$ cat config.mk
export PLATFORM = sky130hd
export DESIGN_NAME = memory_access_stage
export DESIGN_NICKNAME = d
export VERILOG_FILES = /design/src/rtl/riscv_mem_pkg.sv /design/src/rtl/load_store_align.sv /design/src/rtl/memory_access_stage.sv
export SDC_FILE = /design/constraint.sdc
export NUM_CORES = 1
export LEC_CHECK = 0
export BUFFER_PORTS_ARGS = -buffer_cell sky130_fd_sc_hd__buf_4
export CAP_MARGIN = 0
export CELL_PAD_IN_SITES_DETAIL_PLACEMENT = 2
export CELL_PAD_IN_SITES_GLOBAL_PLACEMENT = 2
export CORE_ASPECT_RATIO = 0.7
export CORE_MARGIN = 2
export CORE_UTILIZATION = 26
export CTS_CLUSTER_DIAMETER = 40
export CTS_CLUSTER_SIZE = 8
export DETAILED_ROUTE_END_ITERATION = 8
export GPL_ROUTABILITY_DRIVEN = 0
export MAX_ROUTING_LAYER = met4
export PLACE_DENSITY = 0.84
export SYNTH_ARGS = -nofsm -noshare
export SYNTH_HDL_FRONTEND = slang
export SYNTH_SLANG_ARGS = --single-unit
$ cat constraint.sdc
create_clock -name clk_i -period 6.2 [get_ports clk_i]
set_input_delay 0.93 -clock clk_i [delete_from_list [all_inputs] [get_ports clk_i]]
set_output_delay 0.93 -clock clk_i [all_outputs]
set_load 0.05 [all_outputs]
$ cat src/rtl/riscv_mem_pkg.sv
// +-----------------------------------------------------------------------------+
// | riscv_mem_pkg                                                               |
// | Shared funct3 codes, byte-enable masks and MEM-stage FSM encoding.          |
// | Rev 1.0                                                                     |
// +-----------------------------------------------------------------------------+
`default_nettype none

package riscv_mem_pkg;

    localparam logic [2:0] F3_LB  = 3'b000;
    localparam logic [2:0] F3_LH  = 3'b001;
    localparam logic [2:0] F3_LW  = 3'b010;
    localparam logic [2:0] F3_LBU = 3'b100;
    localparam logic [2:0] F3_LHU = 3'b101;

    localparam logic [3:0] BE_BYTE = 4'b0001;
    localparam logic [3:0] BE_HALF = 4'b0011;
    localparam logic [3:0] BE_WORD = 4'b1111;

    typedef enum logic [1:0] {
        MEM_IDLE = 2'd0,
        MEM_WAIT = 2'd1,
        MEM_DONE = 2'd2
    } mem_state_e;

    // Store funct3 shares the load encoding for the size bits (SB=LB, SH=LH, SW=LW).
    function automatic logic is_misaligned(input logic [2:0] funct3, input logic [1:0] addr);
        logic half_op;
        logic word_op;
        half_op = (funct3 == F3_LH) || (funct3 == F3_LHU);
        word_op = (funct3 == F3_LW);
        return (half_op && addr[0]) || (word_op && (addr != 2'b00));
    endfunction

endpackage

`default_nettype wire

$ cat src/rtl/load_store_align.sv
// +-----------------------------------------------------------------------------+
// | load_store_align                                                            |
// | Store byte-lane steering and load alignment with sign/zero extension.       |
// | Rev 1.0                                                                     |
// +-----------------------------------------------------------------------------+
`default_nettype none

module load_store_align
    import riscv_mem_pkg::*;
(
    input  logic [2:0]  funct3,
    input  logic [1:0]  addr,
    input  logic [31:0] rs2,
    input  logic [31:0] rdata,
    output logic [3:0]  be,
    output logic [31:0] wdata,
    output logic [31:0] ext_rdata
);

    logic [31:0] byte_shift;
    logic [31:0] half_shift;

    always_comb begin
        be    = 4'b0000;
        wdata = rs2;
        case (funct3)
            F3_LB: begin
                be    = BE_BYTE << addr;
                wdata = {4{rs2[7:0]}};
            end
            F3_LH: begin
                be    = BE_HALF << {addr[1], 1'b0};
                wdata = {2{rs2[15:0]}};
            end
            F3_LW: begin
                be    = BE_WORD;
                wdata = rs2;
            end
            default: begin
                be    = 4'b0000;
                wdata = rs2;
            end
        endcase
    end

    // Bring the addressed lane down to bit 0 before extension.
    assign byte_shift = rdata >> {addr, 3'b000};
    assign half_shift = rdata >> {addr[1], 4'b0000};

    always_comb begin
        ext_rdata = 32'd0;
        case (funct3)
            F3_LB:   ext_rdata = {{24{byte_shift[7]}}, byte_shift[7:0]};
            F3_LH:   ext_rdata = {{16{half_shift[15]}}, half_shift[15:0]};
            F3_LW:   ext_rdata = rdata;
            F3_LBU:  ext_rdata = {24'd0, byte_shift[7:0]};
            F3_LHU:  ext_rdata = {16'd0, half_shift[15:0]};
            default: ext_rdata = 32'd0;
        endcase
    end

endmodule

`default_nettype wire

$ cat src/rtl/memory_access_stage.sv
// +-----------------------------------------------------------------------------+
// | memory_access_stage                                                         |
// | RV32 MEM stage: data-memory handshake, busywait stall and MEM/WB register.  |
// | Optional MEM_MISALIGN_TRAP_EN suppresses misaligned accesses and flags them.|
// | Rev 1.0                                                                     |
// +-----------------------------------------------------------------------------+
`default_nettype none

module memory_access_stage
    import riscv_mem_pkg::*;
#(
    parameter int ADDR_W = 32,
    parameter int DATA_W = 32
) (
    input  logic              clk_i,
    input  logic              rst_i,

    input  logic              reg_wb_en_ex_mem_o,
    input  logic [4:0]        rd_ex_mem_o,
    input  logic [31:0]       pc_ex_mem_o,
    input  logic [1:0]        wb_sel_ex_mem_o,
    input  logic [31:0]       imm_ex_mem_o,
    input  logic [31:0]       alu_out_ex_mem_o,
    input  logic [DATA_W-1:0] rs2_ex_mem_o,
    input  logic [2:0]        funct3_ex_mem_o,
    input  logic              is_load_instr_ex_mem_o,
    input  logic              is_store_instr_ex_mem_o,
    input  logic              is_memory_instruction_ex_mem_o,

    output logic              dmem_req_o,
    output logic              dmem_we_o,
    output logic [ADDR_W-1:0] dmem_addr_o,
    output logic [3:0]        dmem_be_o,
    output logic [DATA_W-1:0] dmem_wdata_o,
    input  logic [DATA_W-1:0] dmem_rdata_i,
    input  logic              dmem_ack_i,

    output logic              busywait_o,

    output logic              reg_wb_en_mem_wb_o,
    output logic [4:0]        rd_mem_wb_o,
    output logic [31:0]       pc_mem_wb_o,
    output logic [1:0]        wb_sel_mem_wb_o,
    output logic [31:0]       imm_mem_wb_o,
    output logic [31:0]       alu_out_mem_wb_o,
    output logic              is_memory_instruction_mem_wb_o,
`ifdef MEM_MISALIGN_TRAP_EN
    output logic              misalign_mem_wb_o,
`endif
    output logic [DATA_W-1:0] rd_data_mem_wb_o
);

    mem_state_e  state;
    mem_state_e  next_state;
    logic        mem_req;
    logic        stall;
    logic        misaligned;
    logic        access;
    logic [31:0] rdata_hold;
    logic [3:0]  align_be;
    logic [31:0] align_wdata;
    logic [31:0] ext_rdata;

`ifdef MEM_MISALIGN_TRAP_EN
    assign misaligned = (is_load_instr_ex_mem_o | is_store_instr_ex_mem_o)
                      & is_misaligned(funct3_ex_mem_o, alu_out_ex_mem_o[1:0]);
`else
    assign misaligned = 1'b0;
`endif

    assign access = (is_load_instr_ex_mem_o | is_store_instr_ex_mem_o) & ~misaligned;

    load_store_align u_align (
        .funct3    (funct3_ex_mem_o),
        .addr      (alu_out_ex_mem_o[1:0]),
        .rs2       (rs2_ex_mem_o),
        .rdata     (rdata_hold),
        .be        (align_be),
        .wdata     (align_wdata),
        .ext_rdata (ext_rdata)
    );

    always_ff @(posedge clk_i or posedge rst_i) begin
        if (rst_i) begin
            state <= MEM_IDLE;
        end else begin
            state <= next_state;
        end
    end

    // DONE drops the stall for exactly one cycle so the same instruction is never re-issued.
    always_comb begin
        next_state = state;
        mem_req    = 1'b0;
        stall      = 1'b0;
        case (state)
            MEM_IDLE: begin
                if (access) begin
                    mem_req    = 1'b1;
                    stall      = 1'b1;
                    next_state = dmem_ack_i ? MEM_DONE : MEM_WAIT;
                end
            end
            MEM_WAIT: begin
                mem_req = 1'b1;
                stall   = 1'b1;
                if (dmem_ack_i) begin
                    next_state = MEM_DONE;
                end
            end
            MEM_DONE: begin
                next_state = MEM_IDLE;
            end
            default: begin
                next_state = MEM_IDLE;
            end
        endcase
    end

    // Reset abandons any in-flight request immediately, even with frozen memory inputs.
    assign dmem_req_o   = mem_req & ~rst_i;
    assign busywait_o   = stall & ~rst_i;
    assign dmem_we_o    = is_store_instr_ex_mem_o;
    assign dmem_addr_o  = {alu_out_ex_mem_o[ADDR_W-1:2], 2'b00};
    assign dmem_be_o    = is_load_instr_ex_mem_o ? BE_WORD : align_be;
    assign dmem_wdata_o = align_wdata;

    always_ff @(posedge clk_i or posedge rst_i) begin
        if (rst_i) begin
            rdata_hold <= 32'd0;
        end else if (mem_req && dmem_ack_i) begin
            rdata_hold <= dmem_rdata_i;
        end
    end

    always_ff @(posedge clk_i or posedge rst_i) begin
        if (rst_i) begin
            reg_wb_en_mem_wb_o             <= 1'b0;
            rd_mem_wb_o                    <= 5'd0;
            pc_mem_wb_o                    <= 32'd0;
            wb_sel_mem_wb_o                <= 2'd0;
            imm_mem_wb_o                   <= 32'd0;
            alu_out_mem_wb_o               <= 32'd0;
            is_memory_instruction_mem_wb_o <= 1'b0;
            rd_data_mem_wb_o               <= '0;
`ifdef MEM_MISALIGN_TRAP_EN
            misalign_mem_wb_o              <= 1'b0;
`endif
        end else if (!stall) begin
            reg_wb_en_mem_wb_o             <= reg_wb_en_ex_mem_o & ~misaligned;
            rd_mem_wb_o                    <= rd_ex_mem_o;
            pc_mem_wb_o                    <= pc_ex_mem_o;
            wb_sel_mem_wb_o                <= wb_sel_ex_mem_o;
            imm_mem_wb_o                   <= imm_ex_mem_o;
            alu_out_mem_wb_o               <= alu_out_ex_mem_o;
            is_memory_instruction_mem_wb_o <= is_memory_instruction_ex_mem_o;
            rd_data_mem_wb_o               <= (is_load_instr_ex_mem_o && !misaligned) ? ext_rdata : '0;
`ifdef MEM_MISALIGN_TRAP_EN
            misalign_mem_wb_o              <= misaligned;
`endif
        end
    end

endmodule

`default_nettype wire

* Word-level counts from Yosys, hierarchy flattened
Index checks and enable logic that the tools add are counted.
Word-level totals: output and inout port bits 208, logic and storage cells 39, bits of input ports 177, flip-flop bits (word level) 171
Cells by class: eq/ne operators 7, bitwise operators 3, reductions and logical operators 4, shift operators 4, multiplexer cells 11
Operator list (count):
- case mux 32 bit (5 select lines) | 1
- case mux 32 bit (2 select lines) | 1
- two-way mux 32 bit | 1
- >> shifter 32 x 5 -> 16 bit | 1
- >> shifter 32 x 5 -> 8 bit | 1
- case mux 4 bit (3 select lines) | 1
- == test 3 bit (second input constant) | 2
- two-way mux 2 bit | 3
- two-way mux 4 bit | 1
- != test 2 bit (second input constant) | 2
- case mux 2 bit (2 select lines) | 1
- left shift 1 x 2 -> 4 bit (first input constant) | 1
- left shift 2 x 2 -> 4 bit (first input constant) | 1
- == test 3 x 1 -> 1 bit (second input constant) | 1
- == test 3 x 2 -> 1 bit (second input constant) | 1
- zero test 3 bit | 1
- == test 2 x 1 -> 1 bit (second input constant) | 1
- zero test 2 bit | 1
- case mux 1 bit (2 select lines) | 1
- AND reduction 2 bit | 1
- bitwise AND 1 bit | 1
- logical AND 1 bit | 1
- two-way mux 1 bit | 1
- inverter 1 bit | 1
- bitwise OR 1 bit | 1

* Logic depth before layout (Yosys ltp)
depth in word-level cells 4, mapped depth 7, gate-level depth less buffers 4

* By module
A second synthesis with hierarchy kept.
Second synthesis, totals: cells, all modules 581, area total of the unflattened synthesis 8235.4 um^2
By module, submodules not included:
- memory_access_stage | area an instance 7009.2 um^2, cells an instance 409, instances 1
- load_store_align | area an instance 1226.2 um^2, cells an instance 172, instances 1

* Least setup slack after synthesis
OpenSTA, ideal clock, no wires.
kind input-to-output, start point input port is_store_instr_ex_mem_o, end point output port dmem_req_o, stages 6, buffers on the path 3, data required time 5270 ps, arrival 2590 ps, slack 2680 ps, cells stage by stage nor3_1 > or2_2 > clkbuf_1 > clkbuf_1 > nor2_1 > buf_4
On the way: word-level cells in the longest chain between the ends 4
Ends and longest elaborated chain:
- from (decl) | RTL line memory_access_stage.sv:27 | input logic is_store_instr_ex_mem_o,
- bitwise OR 1 bit | RTL line memory_access_stage.sv:71 | assign access = (is_load_instr_ex_mem_o | is_store_instr_ex_mem_o) & ~misaligned;
- two-way mux 1 bit
- case mux 1 bit (2 select lines)
- bitwise AND 1 bit
- to (decl) | RTL line memory_access_stage.sv:30 | output logic dmem_req_o,
Every way passes these cells.

* Worst setup path after layout
start point input port funct3_ex_mem_o[0], end point output port dmem_wdata_o[11]
On the way: word-level cells in the longest chain between the ends 2
Ends and longest elaborated chain:
- from (decl) | RTL line memory_access_stage.sv:25 | input logic [2:0] funct3_ex_mem_o,
- == test 3 x 1 -> 1 bit or zero test 3 bit (tied branches) | RTL line load_store_align.sv:26 | case (funct3)
- case mux 32 bit (2 select lines) (*) | RTL line load_store_align.sv:26
- to (decl) | RTL line memory_access_stage.sv:34 | output logic [DATA_W-1:0] dmem_wdata_o,
Every way passes the cells marked *; elsewhere a longest branch is shown, timed or not.

==> flow_metrics.tcl <==
set metrics [dict create \
    antenna_left 0 \
    synth_top_family_by_area "simple AND/OR/NAND/NOR gates" \
    wl_per_cell_um 20.1 \
    routed_wl_mm 30.7 \
    route.detailed.drc 0 \
    grt_max_degree 88 \
    cts_max_level 4 \
    leakagePower_nw 5.78 \
    final_cell_mix "buf_4 (388), nand2_1 (347), dfrtp_1 (171)" \
    die_height_um 147 \
    vias_per_cell 4.59 \
    required_ps 5270 \
    ys_ff_latch 171 \
    cts_root_buffer "clkbuf_16" \
    clock_path_buffers 2 \
    final_common_cell "buf_4" \
    yosys.area.top_type "dfrtp_1" \
    yosys.area_share.adder_pct 0 \
    ios 385 \
    multi_input_area_sq_um 2830 \
    relSlewSlack_pct 27.6 \
    synthTopCellsByArea "dfrtp_1 (56%), nand2_1 (17%), mux2_2 (7.2%), buf_4 (4.1%), a21oi_1 (3.0%)" \
    cts_tree "yes" \
    yosysWarnings 0 \
    layout-drive-gt1-share_pct 41.5 \
    worstMarginPinSlew_ps 1090 \
    powerDensity_nw_per_um2 343 \
    grt_usage_pct 20.7 \
    clock_sinks 171 \
    whs_path_depth 2 \
    place_hpwl_mm 23.4 \
    reg2reg_to "pc_mem_wb_o[11]" \
    clk_pin_slew_ps 60 \
    cp_max_fo 19 \
    slew_viol_final 0 \
    clock_latency_ps 430 \
    ys_seq_area_share_pct 56.1 \
    overflow 0 \
    critPathLaunchType "input port" \
    critPathArrivalTime_ps 2450 \
    synth_mux_area_share_pct 9.76 \
    r2r_slack_ps 3420 \
    ys_types 30 \
    cts_hold_buf 0 \
    synth-xor-area-share_pct 0 \
    hold_start "alu_out_mem_wb_o[30]" \
    coreArea_sq_um 28900 \
    worstHoldEndpoint "alu_out_mem_wb_o[30]" \
    syn_inst 817 \
    syn_avg_cell_area_sq_um 9.34 \
    yosysTopAreaCellShare_pct 56.1 \
    synth-compound-area-share_pct 7.15 \
    maxCapViolCount 0 \
    grt_antenna_before_repair 0 \
    grt_pass1_wl_mm 46.6 \
    fmax_mhz 296 \
    grt_pass1_vias 7633 \
    start_util_pct 26.4 \
    crit_type "in2out" \
    fin_total_pwr_w 0.00380 \
    min_path_type "reg2reg" \
    worst_r2r_path_depth 5 \
    post_cts_resized 0 \
    vias 7011 \
    timing.rr.start "state[1]" \
    numCtsBuffers 17 \
    hold_viol 0 \
    period_share_pct 54.5 \
    drt-pass1-iter-count 4 \
    final.setup.tns_ps 0 \
    endpoint_kind "primary output" \
    max-vdd-ir-drop_mv 0.155 \
    num-fill-cells 3209 \
    min_period_ps 3380 \
    rows 52 \
    finalSetupViolCount 0 \
    synthToLayoutAreaGrowth_pct 45.3 \
    die_w_um 209 \
    status "complete, no violations" \
    syn_area_sq_um 7630 \
    fin_skew_ps 9.92 \
    seqCellArea_sq_um 4280 \
    first_iter_violations 298 \
    fin_nets 1312 \
    die_area_sq_um 30800 \
    numPortBuffers 382 \
    crit_start "funct3_ex_mem_o[0]" \
    synthSimpleGateAreaFrac_pct 19.9 \
    post_cts_buffers 0 \
    grt_setup_unrepaired "no" \
]
==> per-stage QoR <==
stage	instance area (sq um)	utilization, %	cells	hold WS [ps]	setup WS [ps]
after floorplan	7630	-	818	481	638
after global placement	10500	36.4	1494	450	2880
after detailed placement	10500	36.4	1494	457	2720
after CTS	11100	38.4	1526	474	2830
after global routing	11100	38.4	1526	497	2730
final	11100	38.4	1527	470	2820
==> where the power goes <==
part | internal, W | total [W] | leakage [nW] | switching, W
logic | 0.000409 | 0.00136 | 3.39 | 0.000946
registers | 0.00129 | 0.00142 | 2.12 | 0.000130
clock network | 0.000570 | 0.00103 | 0.267 | 0.000459
total | 0.00227 | 0.00380 | 5.78 | 0.00153
==> cell type report <==
class	count	share of cell area (%)
tap	378	4.27
clock inverter	12	0.892
inverter	3	0.147
clock buffer	20	4.12
multi-input combinational	553	25.5
sequential	171	38.6
antenna	1	0.0226
timing repair buffer	389	26.5
==> cell usage after synthesis <==
| master | number |
|---|---|
| buf_1 | 5 |
| a21oi_1 | 46 |
| a2bb2oi_1 | 6 |
| o21bai_1 | 2 |
| nor2b_1 | 1 |
| a211oi_4 | 1 |
| mux2_2 | 49 |
| nand2b_1 | 5 |
| inv_1 | 3 |
| nor2_1 | 32 |
| nand2_1 | 347 |
| o21ai_0 | 21 |
| mux4_2 | 1 |
| nor3_2 | 1 |
| o211a_1 | 1 |
| clkbuf_1 | 36 |
| and3_1 | 1 |
| dfrtp_1 | 171 |
| buf_2 | 5 |
| nand3_1 | 1 |
| and2_1 | 2 |
| buf_4 | 42 |
| nor3_1 | 1 |
| buf_6 | 3 |
| o221ai_1 | 6 |
| conb_1 | 1 |
| or2_2 | 1 |
| a211oi_1 | 8 |
| nor3b_2 | 1 |
| mux2i_1 | 17 |
==> worst max-delay path, cell delays in order <==
cell and delay (ps):
buf_4 200, nor3_2 690, mux2_2 430, buf_4 200
==> cell families (layout without fill, tap and decap cells) <==
group | Yosys count | after routing
flops | 171 | 171
buf+inv | 94 | 424
other cells | 1 | 3
compound gates | 91 | 91
mux | 67 | 67
simple gates | 393 | 393
==> how the worst max path moves through the flow <==
stage,end,slack (ps),depth (start not counted)
after floorplan,alu_out_mem_wb_o[0],640,1
after global placement,pc_mem_wb_o[13],2880,7
after detailed placement,pc_mem_wb_o[11],2720,7
after CTS,dmem_wdata_o[11],2830,4
after global routing,dmem_wdata_o[11],2730,4
final,dmem_wdata_o[11],2820,4
==> registers in the layout, indices dropped and copies added (netlist names) <==
name / count
imm_mem_wb_o: 32
is_memory_instruction_mem_wb_o: 1
pc_mem_wb_o: 32
rd_data_mem_wb_o: 32
alu_out_mem_wb_o: 32
reg_wb_en_mem_wb_o: 1
wb_sel_mem_wb_o: 2
state: 2
rdata_hold: 32
rd_mem_wb_o: 5
==> per-layer routing <==
| layer | vias up | GRT usage, % | share of wire, % |
|---|---|---|---|
| li1 | 3219 | - | - |
| met1 | 3569 | 26.0 | 44 |
| met5 | - | - | 0 |
| met3 | 25 | 5.58 | 6.0 |
| met2 | 198 | 33.2 | 48 |
| met4 | 0 | 5.04 | 1.3 |
Power figures use the tool's default switching activity.
